[src/rtl/pipeline_hazard_ctrl.sv]
// -----------------------------------------------------------------------------
// pipeline_hazard_ctrl
//
// Central hazard and freeze controller for a 5-stage in-order pipeline.
// Detects load-use hazards in ID against the load sitting in ID/EX, resolves
// taken branches from EX/MEM, honours an external freeze (memory busy) and a
// debug halt/single-step FSM. Stall and flush events are counted in
// saturating counters.
//
// Ports
//   clk            in   1      single clock, rising edge
//   reset          in   1      asynchronous, active-high reset
//   id_rs1/id_rs2  in   5      source registers of the instruction in ID
//   id_uses_rs2    in   1      ID instruction actually reads rs2
//   ex_rd          in   5      destination of the ID/EX instruction
//   ex_memread     in   1      ID/EX instruction is a load
//   mem_branch     in   1      EX/MEM instruction is a branch
//   mem_taken      in   1      its condition resolved true
//   ext_hold       in   1      external freeze request
//   dbg_halt       in   1      debug halt level
//   dbg_step       in   1      single-step pulse (sampled in HALT)
//   cnt_clr        in   1      synchronous clear of both counters
//   pipe_en        out  1      enable for all pipeline registers
//   pc_write       out  1      PC load enable
//   if_id_write    out  1      IF/ID load enable
//   id_ex_bubble   out  1      load zeros into ID/EX controls
//   if_id_flush    out  1      clear IF/ID
//   id_ex_flush    out  1      clear ID/EX
//   ex_mem_flush   out  1      clear EX/MEM
//   pc_src         out  1      select branch target for the PC
//   state          out  2      debug FSM state (RUN/HALT/STEP)
//   stall_cnt      out  CNT_W  load-use stall cycles (saturating)
//   flush_cnt      out  CNT_W  branch flush cycles (saturating)
// -----------------------------------------------------------------------------
module pipeline_hazard_ctrl #(
    parameter int CNT_W = 32
) (
    input  logic             clk,
    input  logic             reset,
    input  logic [4:0]       id_rs1,
    input  logic [4:0]       id_rs2,
    input  logic             id_uses_rs2,
    input  logic [4:0]       ex_rd,
    input  logic             ex_memread,
    input  logic             mem_branch,
    input  logic             mem_taken,
    input  logic             ext_hold,
    input  logic             dbg_halt,
    input  logic             dbg_step,
    input  logic             cnt_clr,
    output logic             pipe_en,
    output logic             pc_write,
    output logic             if_id_write,
    output logic             id_ex_bubble,
    output logic             if_id_flush,
    output logic             id_ex_flush,
    output logic             ex_mem_flush,
    output logic             pc_src,
    output logic [1:0]       state,
    output logic [CNT_W-1:0] stall_cnt,
    output logic [CNT_W-1:0] flush_cnt
);

    typedef enum logic [1:0] {
        RUN  = 2'b00,
        HALT = 2'b01,
        STEP = 2'b10
    } state_t;

    state_t state_q;
    state_t state_d;

    logic hz;
    logic tk;
    logic adv;
    logic stall_ev;
    logic flush_ev;

    // Load-use hazard: the load in EX writes a register the ID instruction
    // reads. x0 is never a real dependency.
    assign hz = ex_memread && (ex_rd != 5'd0) &&
                ((ex_rd == id_rs1) || (id_uses_rs2 && (ex_rd == id_rs2)));

    assign tk = mem_branch && mem_taken;

    // Reset forces every control output low even though the FSM already
    // sits in RUN, so the pipeline cannot advance while reset is held.
    assign adv = !reset && !ext_hold && ((state_q == RUN) || (state_q == STEP));

    assign stall_ev = adv && !tk && hz;
    assign flush_ev = adv && tk;

    // Control outputs: purely combinational from the current state and inputs.
    // A taken branch wins over a load-use stall because the stalled
    // instruction is on the wrong path and is flushed anyway.
    always_comb begin
        // NOTE: every output gets a default first so no path infers a latch.
        pipe_en      = adv;
        pc_write     = 1'b0;
        if_id_write  = 1'b0;
        id_ex_bubble = 1'b0;
        if_id_flush  = 1'b0;
        id_ex_flush  = 1'b0;
        ex_mem_flush = 1'b0;
        pc_src       = 1'b0;

        if (adv) begin
            if (tk) begin
                pc_src       = 1'b1;
                pc_write     = 1'b1;
                if_id_write  = 1'b1;
                if_id_flush  = 1'b1;
                id_ex_flush  = 1'b1;
                ex_mem_flush = 1'b1;
            end else if (hz) begin
                id_ex_bubble = 1'b1;
            end else begin
                pc_write    = 1'b1;
                if_id_write = 1'b1;
            end
        end
    end

    // Debug FSM next state. A step is consumed only by a cycle in which the
    // pipeline actually advances; a stall cycle still counts as that step.
    always_comb begin
        state_d = RUN;
        case (state_q)
            RUN:  state_d = dbg_halt ? HALT : RUN;
            HALT: begin
                if (!dbg_halt)     state_d = RUN;
                else if (dbg_step) state_d = STEP;
                else               state_d = HALT;
            end
            STEP: begin
                if (adv) state_d = dbg_halt ? HALT : RUN;
                else     state_d = STEP;
            end
            default: state_d = RUN;
        endcase
    end

    // NOTE: sequential state uses non-blocking assignments so every register
    // samples pre-edge values regardless of statement order.
    always_ff @(posedge clk or posedge reset) begin
        if (reset) state_q <= RUN;
        else       state_q <= state_d;
    end

    assign state = state_q;

    // Saturating event counters; clear takes priority over an increment.
    // NOTE: the counters are architecturally visible, so they are reset
    // explicitly rather than left to power-up contents.
    always_ff @(posedge clk or posedge reset) begin
        if (reset) begin
            stall_cnt <= '0;
            flush_cnt <= '0;
        end else if (cnt_clr) begin
            stall_cnt <= '0;
            flush_cnt <= '0;
        end else begin
            if (stall_ev && (stall_cnt != '1)) stall_cnt <= stall_cnt + CNT_W'(1);
            if (flush_ev && (flush_cnt != '1)) flush_cnt <= flush_cnt + CNT_W'(1);
        end
    end

endmodule

[config.mk]
export PLATFORM = sky130hd
export DESIGN_NAME = pipeline_hazard_ctrl
export DESIGN_NICKNAME = d
export VERILOG_FILES = /design/src/rtl/pipeline_hazard_ctrl.sv
export SDC_FILE = /design/constraint.sdc
export NUM_CORES = 1
export LEC_CHECK = 0
export CORE_AREA = 3 3 97 99
export DETAILED_ROUTE_END_ITERATION = 12
export DIE_AREA = 0 0 100 102
export PLACE_DENSITY = 0.82
export SLEW_MARGIN = 20
export SYNTH_ARGS = -nofsm -noshare
export SYNTH_HDL_FRONTEND = slang
export SYNTH_SLANG_ARGS = --single-unit
[constraint.sdc]
create_clock -name clk -period 2.75 [get_ports clk]
set_clock_uncertainty 0.2 [all_clocks]
set_input_delay 0.275 -clock clk [delete_from_list [all_inputs] [get_ports clk]]
set_output_delay 0.275 -clock clk [all_outputs]
set_load 0.02 [all_outputs]
==> key figures <==
Logic synthesis
  – Sequential cell area fraction in the yosys report: 0.437
  – Post-synthesis cell area: 0.00378 mm2
  – Cells after Synth: 422
  – Post-Syn Nets: 449
  – Mean Syn Cell Area: 8.96 um2
  – Async S/R FF share, synth: 1.00
  – Predominant post-synthesis flop cell: sky130_fd_sc_hd__dfrtp_1
  – Number of distinct library cell variants in the gate-level netlist after synthesis: 52
  – Seq cells post-synth: 66
  – Yosys Warn Count: 0
  – EDFF count, synth: 0

STA
  – Final number of max-transition violations: 0
  – Final Setup Violations: 0
  – Achievable clock frequency: 0.374 GHz
  – Final critical-path required period: 2.67 ns
  – Slew of the pin with the lowest slew margin: 0.697 ns
  – Unrepaired setup endpoints after global routing: no
  – Part of the cycle the worst path needs: 0.973
  – Fin Hold WS: 0.101 ns
  – Count of final hold-check violations: 0
  – Max_slew headroom: 0.535

Global route
  – Wire length of the first global-routing pass: 17.6 mm
  – Maximum number of pins on one net before global-route repair: 40
  – Via count of the first global-routing pass: 3664
  – Antenna violations before repair: 0
  – Overflow left after global routing: 0
  – Tot GR Track Use: 0.213

Setup path
  – Type of element capturing the critical path: output port
  – CP max stage cell: sky130_fd_sc_hd__or4_1
  – Start-to-end type of the worst setup path: in2out
  – Cell repeated most along the worst path: sky130_fd_sc_hd__nor2_1
  – Slowest stage delay, CP: 0.53 ns
  – CP cell instances: clkdlybuf4s50_1 > or4_1 > o211ai_1 > nor2_1 > nor2_1 > clkdlybuf4s15_1
  – Required time at the endpoint of the critical path: 2.28 ns
  – Top Family by Delay on Critical Path: simple AND/OR/NAND/NOR gates
  – Data arrival time of the critical path: 2.20 ns
  – Launching element type of the critical path: input port
  – Highest net fanout along the worst path: 3
  – Buffers plus inverters on the worst setup path: 2

Place
  – Placed instance count: 642
  – Cell area after placement: 0.00505 mm2
  – Port buffer count: 98
  – DP Wirelength: 7.96 mm
  – Final weighted congestion of routability-driven global placement: 0.960

CTS
  – Clock latency of the later-clocked register in the worst-skew pair: 0.34 ns
  – Cell chosen for the clock root: sky130_fd_sc_hd__clkbuf_8
  – Clock tree from TritonCTS: done
  – Clock-pin slew on the worst setup and hold paths: 0.07 ns
  – Number of buffers inserted during clock tree synthesis: 9
  – Max H-tree Level: 3
  – Maximum clock insertion buffer count: 2
  – Sink count of the clock tree: 66

Job
  – Total of max-cap violations: 0

Final layout
  – Number of nets at the end of the flow: 574
  – Post-Layout Inst Area: 0.00530 mm2
  – Area grow syn2layout: 40.2%
  – Fraction of final layout cells with drive strength greater than 1: 0.139
  – Count of non-filler cells in the finished layout: 660
  – Antenna fix cells: 0

Outcome
  – Result of the run: complete, no violations

Drt
  – Post-detailed-route wirelength per cell: 16.3 um
  – Vias after detailed routing: 3769
  – DR vias/cell: 5.71
  – Count of routing violations after the opening detailed-route iteration: 176
  – Wirelength, routed: 10.8 mm
  – DRC: 0
  – Count of nets left with antenna violations after detail routing: 0
  – DR pass1 iterations: 5

Floorplan
  – Area of the placeable core: 0.00864 mm2
  – Standard-cell rows: 34
  – Number of placed I/O pins: 99
  – Chip width: 100 um
  – Height of the die: 102 um
  – Initial cell density of the core: 0.438
  – Total Die Area: 0.0102 mm2

Hold path
  – Worst hold path type: in2async

Power and ir drop
  – Leak: 2.04 nW
  – Max IR drop VDD: 0.000259 V
  – Power density normalized to cell area: 384 mW/mm2
-- logic make-up (layout without fill, tap and decap cells) --
group,Yosys count,after routing,synth area share
muxes,3,3,0.00827
DFF,66,66,0.437
xor gates and xnor gates,43,43,0.0996
buffers and inverters,33,163,0.0437
AOI/OAI and AO/OA,66,66,0.107
and+or+nand+nor,209,209,0.298
adders and majority gates,2,2,0.00661
-- cell type report --
type / count / area, um2
fillers: 752 / 3330
multi-input cells: 323 / 2000
flip-flops and latches: 66 / 1650
repair buffers: 134 / 1240
clock buffers: 13 / 179
well taps: 108 / 135
inverters: 13 / 48.8
clock inverters: 3 / 45.0
-- registers in the layout (all words and copies together) (netlist names) --
| register | flops |
|---|---|
| state | 2 |
| stall_cnt | 32 |
| flush_cnt | 32 |
-- per-layer routing --
layer  vias up  global-route usage  part of all wire
met5         -                   0                 0
li1       1764                   -                 -
met4         0              0.0363            0.0069
met1      1834               0.272              0.41
met3        16              0.0519             0.067
met2       155               0.372              0.52
-- cells in the final DEF (no fill, tap or decap), types with 3 or more instances in the layout --
| master | instances |
|---|---|
| sky130_fd_sc_hd__a21oi_1 | 28 |
| sky130_fd_sc_hd__nor3_1 | 9 |
| sky130_fd_sc_hd__xor2_1 | 18 |
| sky130_fd_sc_hd__nand3b_1 | 3 |
| sky130_fd_sc_hd__xnor2_1 | 25 |
| sky130_fd_sc_hd__nor2_1 | 60 |
| sky130_fd_sc_hd__a31o_2 | 6 |
| sky130_fd_sc_hd__dlygate4sd2_1 | 4 |
| sky130_fd_sc_hd__nand4_1 | 17 |
| sky130_fd_sc_hd__or3_1 | 11 |
| sky130_fd_sc_hd__buf_4 | 35 |
| sky130_fd_sc_hd__o21ai_0 | 12 |
| sky130_fd_sc_hd__nand3_1 | 23 |
| sky130_fd_sc_hd__o31ai_1 | 9 |
| sky130_fd_sc_hd__inv_1 | 11 |
| sky130_fd_sc_hd__dfrtp_1 | 65 |
| sky130_fd_sc_hd__nand2b_1 | 6 |
| sky130_fd_sc_hd__clkbuf_8 | 13 |
| sky130_fd_sc_hd__or4_1 | 8 |
| sky130_fd_sc_hd__clkdlybuf4s50_1 | 90 |
| sky130_fd_sc_hd__and4_1 | 3 |
| sky130_fd_sc_hd__and3_1 | 8 |
| sky130_fd_sc_hd__nor4_2 | 3 |
| sky130_fd_sc_hd__nor4_1 | 12 |
| sky130_fd_sc_hd__nand2_1 | 24 |
-- cells in the mapped netlist, types with 4 or more instances --
library cell	n	area (um2)
sky130_fd_sc_hd__clkbuf_1	8	30.0
sky130_fd_sc_hd__dfrtp_1	66	1650
sky130_fd_sc_hd__nand4_1	17	106
sky130_fd_sc_hd__a31o_2	6	52.6
sky130_fd_sc_hd__nor3_1	10	50.1
sky130_fd_sc_hd__xnor2_1	25	219
sky130_fd_sc_hd__and3_1	8	50.1
sky130_fd_sc_hd__nand2b_1	6	37.5
sky130_fd_sc_hd__o21ai_0	12	60.1
sky130_fd_sc_hd__a21oi_1	28	140
sky130_fd_sc_hd__buf_4	4	30.0
sky130_fd_sc_hd__nand3_1	23	115
sky130_fd_sc_hd__o31ai_1	9	67.6
sky130_fd_sc_hd__nor4_1	13	81.3
sky130_fd_sc_hd__or4_1	9	67.6
sky130_fd_sc_hd__nor2_1	60	225
sky130_fd_sc_hd__nand2_1	24	90.1
sky130_fd_sc_hd__or3_1	13	81.3
sky130_fd_sc_hd__inv_1	12	45.0
sky130_fd_sc_hd__xor2_1	18	158
-- final timing paths --
| path | from | endpoint | slack (ns) | cells past startpoint |
|---|---|---|---|---|
| worst max-delay path | ex_rd[1] | if_id_write | 0.08 | 6 |
| worst min-delay path | reset | state[1] | 0.10 | 2 |
| worst max register to register | state[0] | flush_cnt[15] | 0.14 | 8 |
| worst min register to register | state[0] | state[1] | 0.33 | 1 |
| max in group asynchronous | reset | stall_cnt[30] | 1.66 | 3 |
| min in group clk | cnt_clr | stall_cnt[13] | 0.27 | 2 |
-- stage by stage --
stage | setup TNS, ns | setup WS [ns] | util | total power [mW]
after floorplan | -0.0211 | -0.0211 | - | 1.07
after global placement | -4.09 | -0.214 | 0.585 | 1.15
after detailed placement | -7.06 | -0.262 | 0.585 | 1.16
after CTS | 0 | 0.0458 | 0.610 | 2.05
after global routing | 0 | 0.00434 | 0.614 | 2.11
final | 0 | 0.0755 | 0.614 | 2.04
-- where the power goes --
group          total, mW  switching [mW]  internal [mW]
sequential         0.978         0.00445          0.974
clock              0.898           0.380          0.518
combinational      0.160          0.0870         0.0729
-- what timing repair did --
action	CTS	global route
hold buffers	0	0
pin swaps	0	2
gates cloned	0	0
resized for setup	8	11
setup endpoints to repair	7	13
setup buffers	0	2
No activity file was read; power rests on OpenSTA's default activity.
==> RTL edit 1, RTL diff (same settings) <==
`CNT_W`: 32 -> 24.
--- a/src/rtl/pipeline_hazard_ctrl.sv
+++ b/src/rtl/pipeline_hazard_ctrl.sv
@@ -33,7 +33,7 @@
 //   flush_cnt      out  CNT_W  branch flush cycles (saturating)
 // -----------------------------------------------------------------------------
 module pipeline_hazard_ctrl #(
-    parameter int CNT_W = 32
+    parameter int CNT_W = 24
 ) (
     input  logic             clk,
     input  logic             reset,
Interface: changed (resized flush_cnt and stall_cnt); port bits go from 99 to 83. The function was not compared with the original's and may differ.
==> RTL edit 1 against the unedited design <==
Routed wire length shrank 32%. Area after synthesis decreased by 27%. Sequential cell count down 16. Total power is 35% lower. Critical path type is now reg -> reg. Die area is the same. Via count shrank 30%. Final area fell by 27%. Global-route usage down 6.9 points. Setup slack gained 0.040 ns. Highest routed layer unchanged. Largest power group unchanged.
==> RTL edit 1: results (changes against the unedited design) <==
- Initial DRT Pass Iterations: 4 (-1)
- Synth cell types: 37 (-29%)
- Pleak: 1.58 nW (-23%)
- Mux share of post-synthesis cell area: 0.0158 (+0.00750)
- CP Max Fanout: 14 (+11)
- Met3 GRT Util: 0.0334 (-0.0184)
- Status: completed
- Number of inserted diodes: 0 (unchanged)
- Max clock buf depth: 2 (unchanged)
- P_int: 1.01 mW (-36%)
- Register area share after synthesis: 0.450 (+0.0138)
- Reg2reg setup slack: 0.12 ns (-0.02 ns)
- H-tree depth: 2 (-1)
- Worst flop-to-flop path endpoint: stall_cnt[20]
- Synth Area in XOR/XNOR: 0.104 (+0.00448)
- Post-layout nets: 426 (-26%)
- Synth Area in Compound Gates: 0.0991 (-0.00775)
- Routability cong.: 0.831 (-13%)
- M1 GR Usage: 0.167 (-0.105)
- Warnings from Yosys: 0 (unchanged)
- R2R depth: 8 (unchanged)
- Number of port buffers: 82 (-16%)
- R2R Path Start: stall_cnt[1]
- Prevailing post-synth register cell: dfrtp_1
- Crit path kind: reg -> reg
- Syn nets: 331 (-26%)
- CTS Buf Count: 5 (-4)
- Gr usage total: 0.144 (-0.0688)
- Detail Placement HPWL: 5560 um (-30%)
- Commonest cells post-synth: dfrtp_1, nor2_1, xor2_1
- Adder-cell area share of the yosys netlist: 0.00901 (+0.00239)
- Vias in the first global route: 2,563 (-30%)
- Largest net degree at the start of global routing: 27 (-33%)
- First-pass GRT wire length: 12,000 um (-32%)
- Reg clk slew, reported paths: 0.09 ns (+0.02 ns)
- DR vias/cell: 5.19 (-9.1%)
- Synth top area cells: dfrtp_1, xor2_1, nor2_1
- Layout cell share with drive strength beyond 1: 0.0825 (-0.0570)
- HP Class: in -> async
- Slew margin rel.: 0.552 (+0.0173)
- Worst VDD drop: 167 uV (-35%)
- Worst skew pair latency: 0.30 ns (-0.04 ns)
- Top cell type's share of synthesized area: 0.450 (+0.0138)
- DR iter-0 viols: 70 (-60%)
- CP arrival: 2.64 ns (+0.44 ns)
- Routed len/inst: 14.4 um (-12%)
- Grt met2 use: 0.268 (-0.105)
## RTL edit 1: cell count changes in the layout (fill, tap and decap cells not counted), sizes merged, moves of 8 or more
cell	unedited run	this run
clkbuf	15	7
clkdlybuf4s50	90	79
xnor2	25	8
nor3	10	2
dfrtp	66	50
buf	37	19
and3	8	16
nor4	15	4
nor2	60	37
## RTL edit 1: logic make-up (layout without fill, tap and decap cells)
| kind of cell | Yosys count | count (layout) |
|---|---|---|
| xor+xnor | 33 | 33 |
| simple gates | 146 | 146 |
| compound gates | 50 | 50 |
| fa+ha+maj | 2 | 2 |
| buf+inv | 19 | 115 |
| mux | 4 | 4 |
| flops | 50 | 50 |
## RTL edit 1: layer usage
| metal | vias up | part of all wire |
|---|---|---|
| li1 | 1274 | - |
| met1 | 1296 | 0.43 |
| met2 | 63 | 0.53 |
| met3 | 4 | 0.037 |
| met4 | 0 | 0.0057 |
| met5 | - | 0 |
## RTL edit 1: area by class of cell
type	count	area (um^2)
sequential	50	1250
fill	849	4740
tap	108	135
clock buffer	7	86.3
timing repair buffer	101	972
inverter	6	22.5
multi-input combinational	235	1420
clock inverter	1	5.00
## RTL edit 1: worst min path at each step
stage / endpoint / slack, ns / cells after the start
floorplan: state[0] / 0.19 / 2
global placement: state[0] / 0.27 / 1
detailed placement: state[0] / 0.27 / 1
CTS: state[0] / 0.29 / 1
global route: state[0] / 0.32 / 1
finish: stall_cnt[5] / 0.29 / 3
## RTL edit 1: power by group through the flow
stage / logic, mW / clock network [mW] / registers, mW
floorplan: 0.0544 / 0 / 0.761
global placement: 0.134 / 0 / 0.757
detailed placement: 0.137 / 0 / 0.757
CTS: 0.135 / 0.459 / 0.742
global route: 0.145 / 0.495 / 0.743
finish: 0.133 / 0.444 / 0.742
## RTL edit 1: critical path: stages (launching register included)
cell and delay (ns):
dfrtp_1 0.44, ha_1 0.23, nand4_1 0.15, nor4_1 0.10
and3_1 0.19, or3_4 0.45, buf_4 0.20, or3_1 0.37
a21oi_1 0.20
## RTL edit 1: per-stage QoR
| step | area, um^2 | instances | total power [mW] | hold slack (ns) | setup slack (ns) |
|---|---|---|---|---|---|
| 4_1_cts | 3900 | 508 | 1.34 | 0.288 | 0.0993 |
| 5_1_grt | 3900 | 508 | 1.38 | 0.318 | 0.00484 |
| 2_1_floorplan | 2780 | 304 | 0.815 | 0.185 | 0.162 |
| 3_3_place_gp | 3810 | 500 | 0.890 | 0.270 | -0.0823 |
| 6_report | 3900 | 508 | 1.32 | 0.291 | 0.116 |
| 3_5_place_dp | 3810 | 500 | 0.893 | 0.273 | -0.148 |
## RTL edit 1: repair_timing
action                                  CTS  global route
gates resized for setup                   3             0
endpoints found under the setup margin    3             0
setup buffers                             0             0
==> RTL edit 2, RTL diff (config.mk and constraints unchanged) <==
Without the edit above. Register the output `flush_cnt` once more, cleared by the reset; this adds one clock of latency there. The other outputs are not delayed to match. Comments in the files are not updated.
--- a/src/rtl/pipeline_hazard_ctrl.sv
+++ b/src/rtl/pipeline_hazard_ctrl.sv
@@ -66,6 +66,8 @@
         HALT = 2'b01,
         STEP = 2'b10
     } state_t;
+
+    logic [CNT_W-1:0] flush_cnt_s0;
 
     state_t state_q;
     state_t state_d;
@@ -155,13 +157,21 @@
     always_ff @(posedge clk or posedge reset) begin
         if (reset) begin
             stall_cnt <= '0;
-            flush_cnt <= '0;
+            flush_cnt_s0 <= '0;
         end else if (cnt_clr) begin
             stall_cnt <= '0;
+            flush_cnt_s0 <= '0;
+        end else begin
+            if (stall_ev && (stall_cnt != '1)) stall_cnt <= stall_cnt + CNT_W'(1);
+            if (flush_ev && (flush_cnt_s0 != '1)) flush_cnt_s0 <= flush_cnt_s0 + CNT_W'(1);
+        end
+    end
+
+    always_ff @(posedge clk or posedge reset) begin
+        if (reset) begin
             flush_cnt <= '0;
         end else begin
-            if (stall_ev && (stall_cnt != '1)) stall_cnt <= stall_cnt + CNT_W'(1);
-            if (flush_ev && (flush_cnt != '1)) flush_cnt <= flush_cnt + CNT_W'(1);
+            flush_cnt <= flush_cnt_s0;
         end
     end
 
Function: changed (a bounded check fails within 4 cycles, from zero or initial values and one cycle with reset high).
==> RTL edit 2 against the unedited design <==
Global-route usage grew 0.86 points. Total power grew 26%. Non-clock buffer count shrank 13. Setup slack gained 0.034 ns. Final area grew 13%. Routed wire length shrank 0.41%. Sequential share of layout area grew 9.7 points. Sequential cell count grew 32. First-iteration DRC count shrank 19%. Via count grew 4.4%. Area after synthesis grew 22%. Critical path depth grew 1.
==> RTL edit 2: results (changes against the unedited design) <==
- Routed len/inst: 15.7 um (-3.6%)
- Gr usage total: 0.221 (+0.00857)
- Status: completed
- Detail Placement HPWL: 7690 um (-3.3%)
- Finished Layout Cells: 682 (+3.3%)
- Vias in the first global route: 3,876 (+5.8%)
- Post-layout nets: 596 (+3.8%)
- Hold_ws: 0.233 ns (+0.132 ns)
- Post-cts sizing count: 7 (-1)
- Warnings from Yosys: 0 (unchanged)
- Initial antenna violation count: 0 (unchanged)
- Largest net degree at the start of global routing: 99 (+150%)
- Worst flop-to-flop path endpoint: stall_cnt[31]
- R2R Path Start: stall_cnt[0]
- Worst skew pair latency: 0.37 ns (+0.03 ns)
- Worst VDD drop: 331 uV (+28%)
- Dpl ws: -0.163 ns (+0.0997 ns)
- Commonest cells post-synth: dfrtp_1, nor2_1, nand2_1
- Pleak: 2.53 nW (+24%)
- Placed cell area: 5810 um^2 (+15%)
- # setup viols final: 0 (unchanged)
- HP Class: reg -> reg
- Placed cells: 666 (+3.7%)
- P_int: 1.95 mW (+25%)
- Syn nets: 483 (+7.6%)
- Reg clk slew, reported paths: 0.09 ns (+0.02 ns)
- CP arrival: 2.17 ns (-0.03 ns)
- Clock root cell: clkbuf_8
- Worst Hold End: flush_cnt[21]
- Syn Inst Count: 456 (+8.1%)
- Number of port buffers: 98 (unchanged)
- Initial DRT Pass Iterations: 5 (unchanged)
- Number of inserted diodes: 0 (unchanged)
- Post-CTS repair timing setup buffer count: 0 (unchanged)
- DR iter-0 viols: 142 (-19%)
- Synth top area cells: dfrtp_1, nor2_1, xor2_1
- Routability cong.: 0.854 (-11%)
- Layout cell share with drive strength beyond 1: 0.105 (-0.0350)
- Register area share after synthesis: 0.533 (+0.0960)
- Synth cell types: 49 (-5.8%)
- First-pass GRT wire length: 18,100 um (+3.0%)
- Hold Startpoint: flush_cnt_s0[21]
- Reg2reg setup slack: 0.20 ns (+0.06 ns)
- Measured slew at the worst slew-check pin: 0.993 ns (+0.296 ns)
- DR vias/cell: 5.77 (+1.0%)
- Max clock buf depth: 2 (unchanged)
- Asr flop ratio synth: 1.00 (unchanged)
==> RTL edit 2: worst max-delay path: stages <==
cell and delay, ns:
clkdlybuf4s50_1 0.43, or4_1 0.57, o211ai_2 0.20, buf_4 0.14, nor2_1 0.05, and2_1 0.18, dlygate4sd2_1 0.32
==> RTL edit 2: cell type report <==
cell class | instances | area, um^2
Clock inverter | 7 | 80.1
Inverter | 7 | 35.0
Sequential cell | 98 | 2450
Multi-Input combinational cell | 332 | 2020
Fill cell | 646 | 2640
Tap cell | 108 | 135
Clock buffer | 9 | 124
Timing Repair Buffer | 121 | 1150
==> RTL edit 2: how the worst max path moves through the flow <==
| stage | from | end | slack, ns | cells after the start |
|---|---|---|---|---|
| after floorplan | stall_cnt[0] | stall_cnt[14] | 0.18 | 9 |
| after CTS | ex_rd[1] | id_ex_bubble | 0.10 | 7 |
| after detailed placement | ex_rd[1] | if_id_write | -0.16 | 6 |
| final | ex_rd[1] | id_ex_bubble | 0.11 | 7 |
| after global routing | ex_rd[1] | id_ex_bubble | 0.06 | 7 |
| after global placement | ex_rd[1] | if_id_write | -0.16 | 6 |
==> RTL edit 2: logic make-up after synthesis <==
family	share of synthesized area
fa+ha+maj	0.00543
flops	0.533
mux	0.0217
buf+inv	0.0283
compound gates	0.0891
xor+xnor	0.0628
simple gates	0.260
==> RTL edit 2: power groups by stage <==
stage	combinational, mW	sequential [mW]	clock (mW)
final	0.172	1.45	0.954
after global routing	0.188	1.45	1.03
after global placement	0.172	1.48	0
after CTS	0.175	1.45	0.970
after floorplan	0.0837	1.48	0
after detailed placement	0.176	1.48	0
==> RTL edit 2: metal layers <==
metal | GRT usage | wire length [um]
met1 | 0.280 | 4300
met2 | 0.383 | 5440
met3 | 0.0416 | 774
met4 | 0.0788 | 189
met5 | 0 | 0
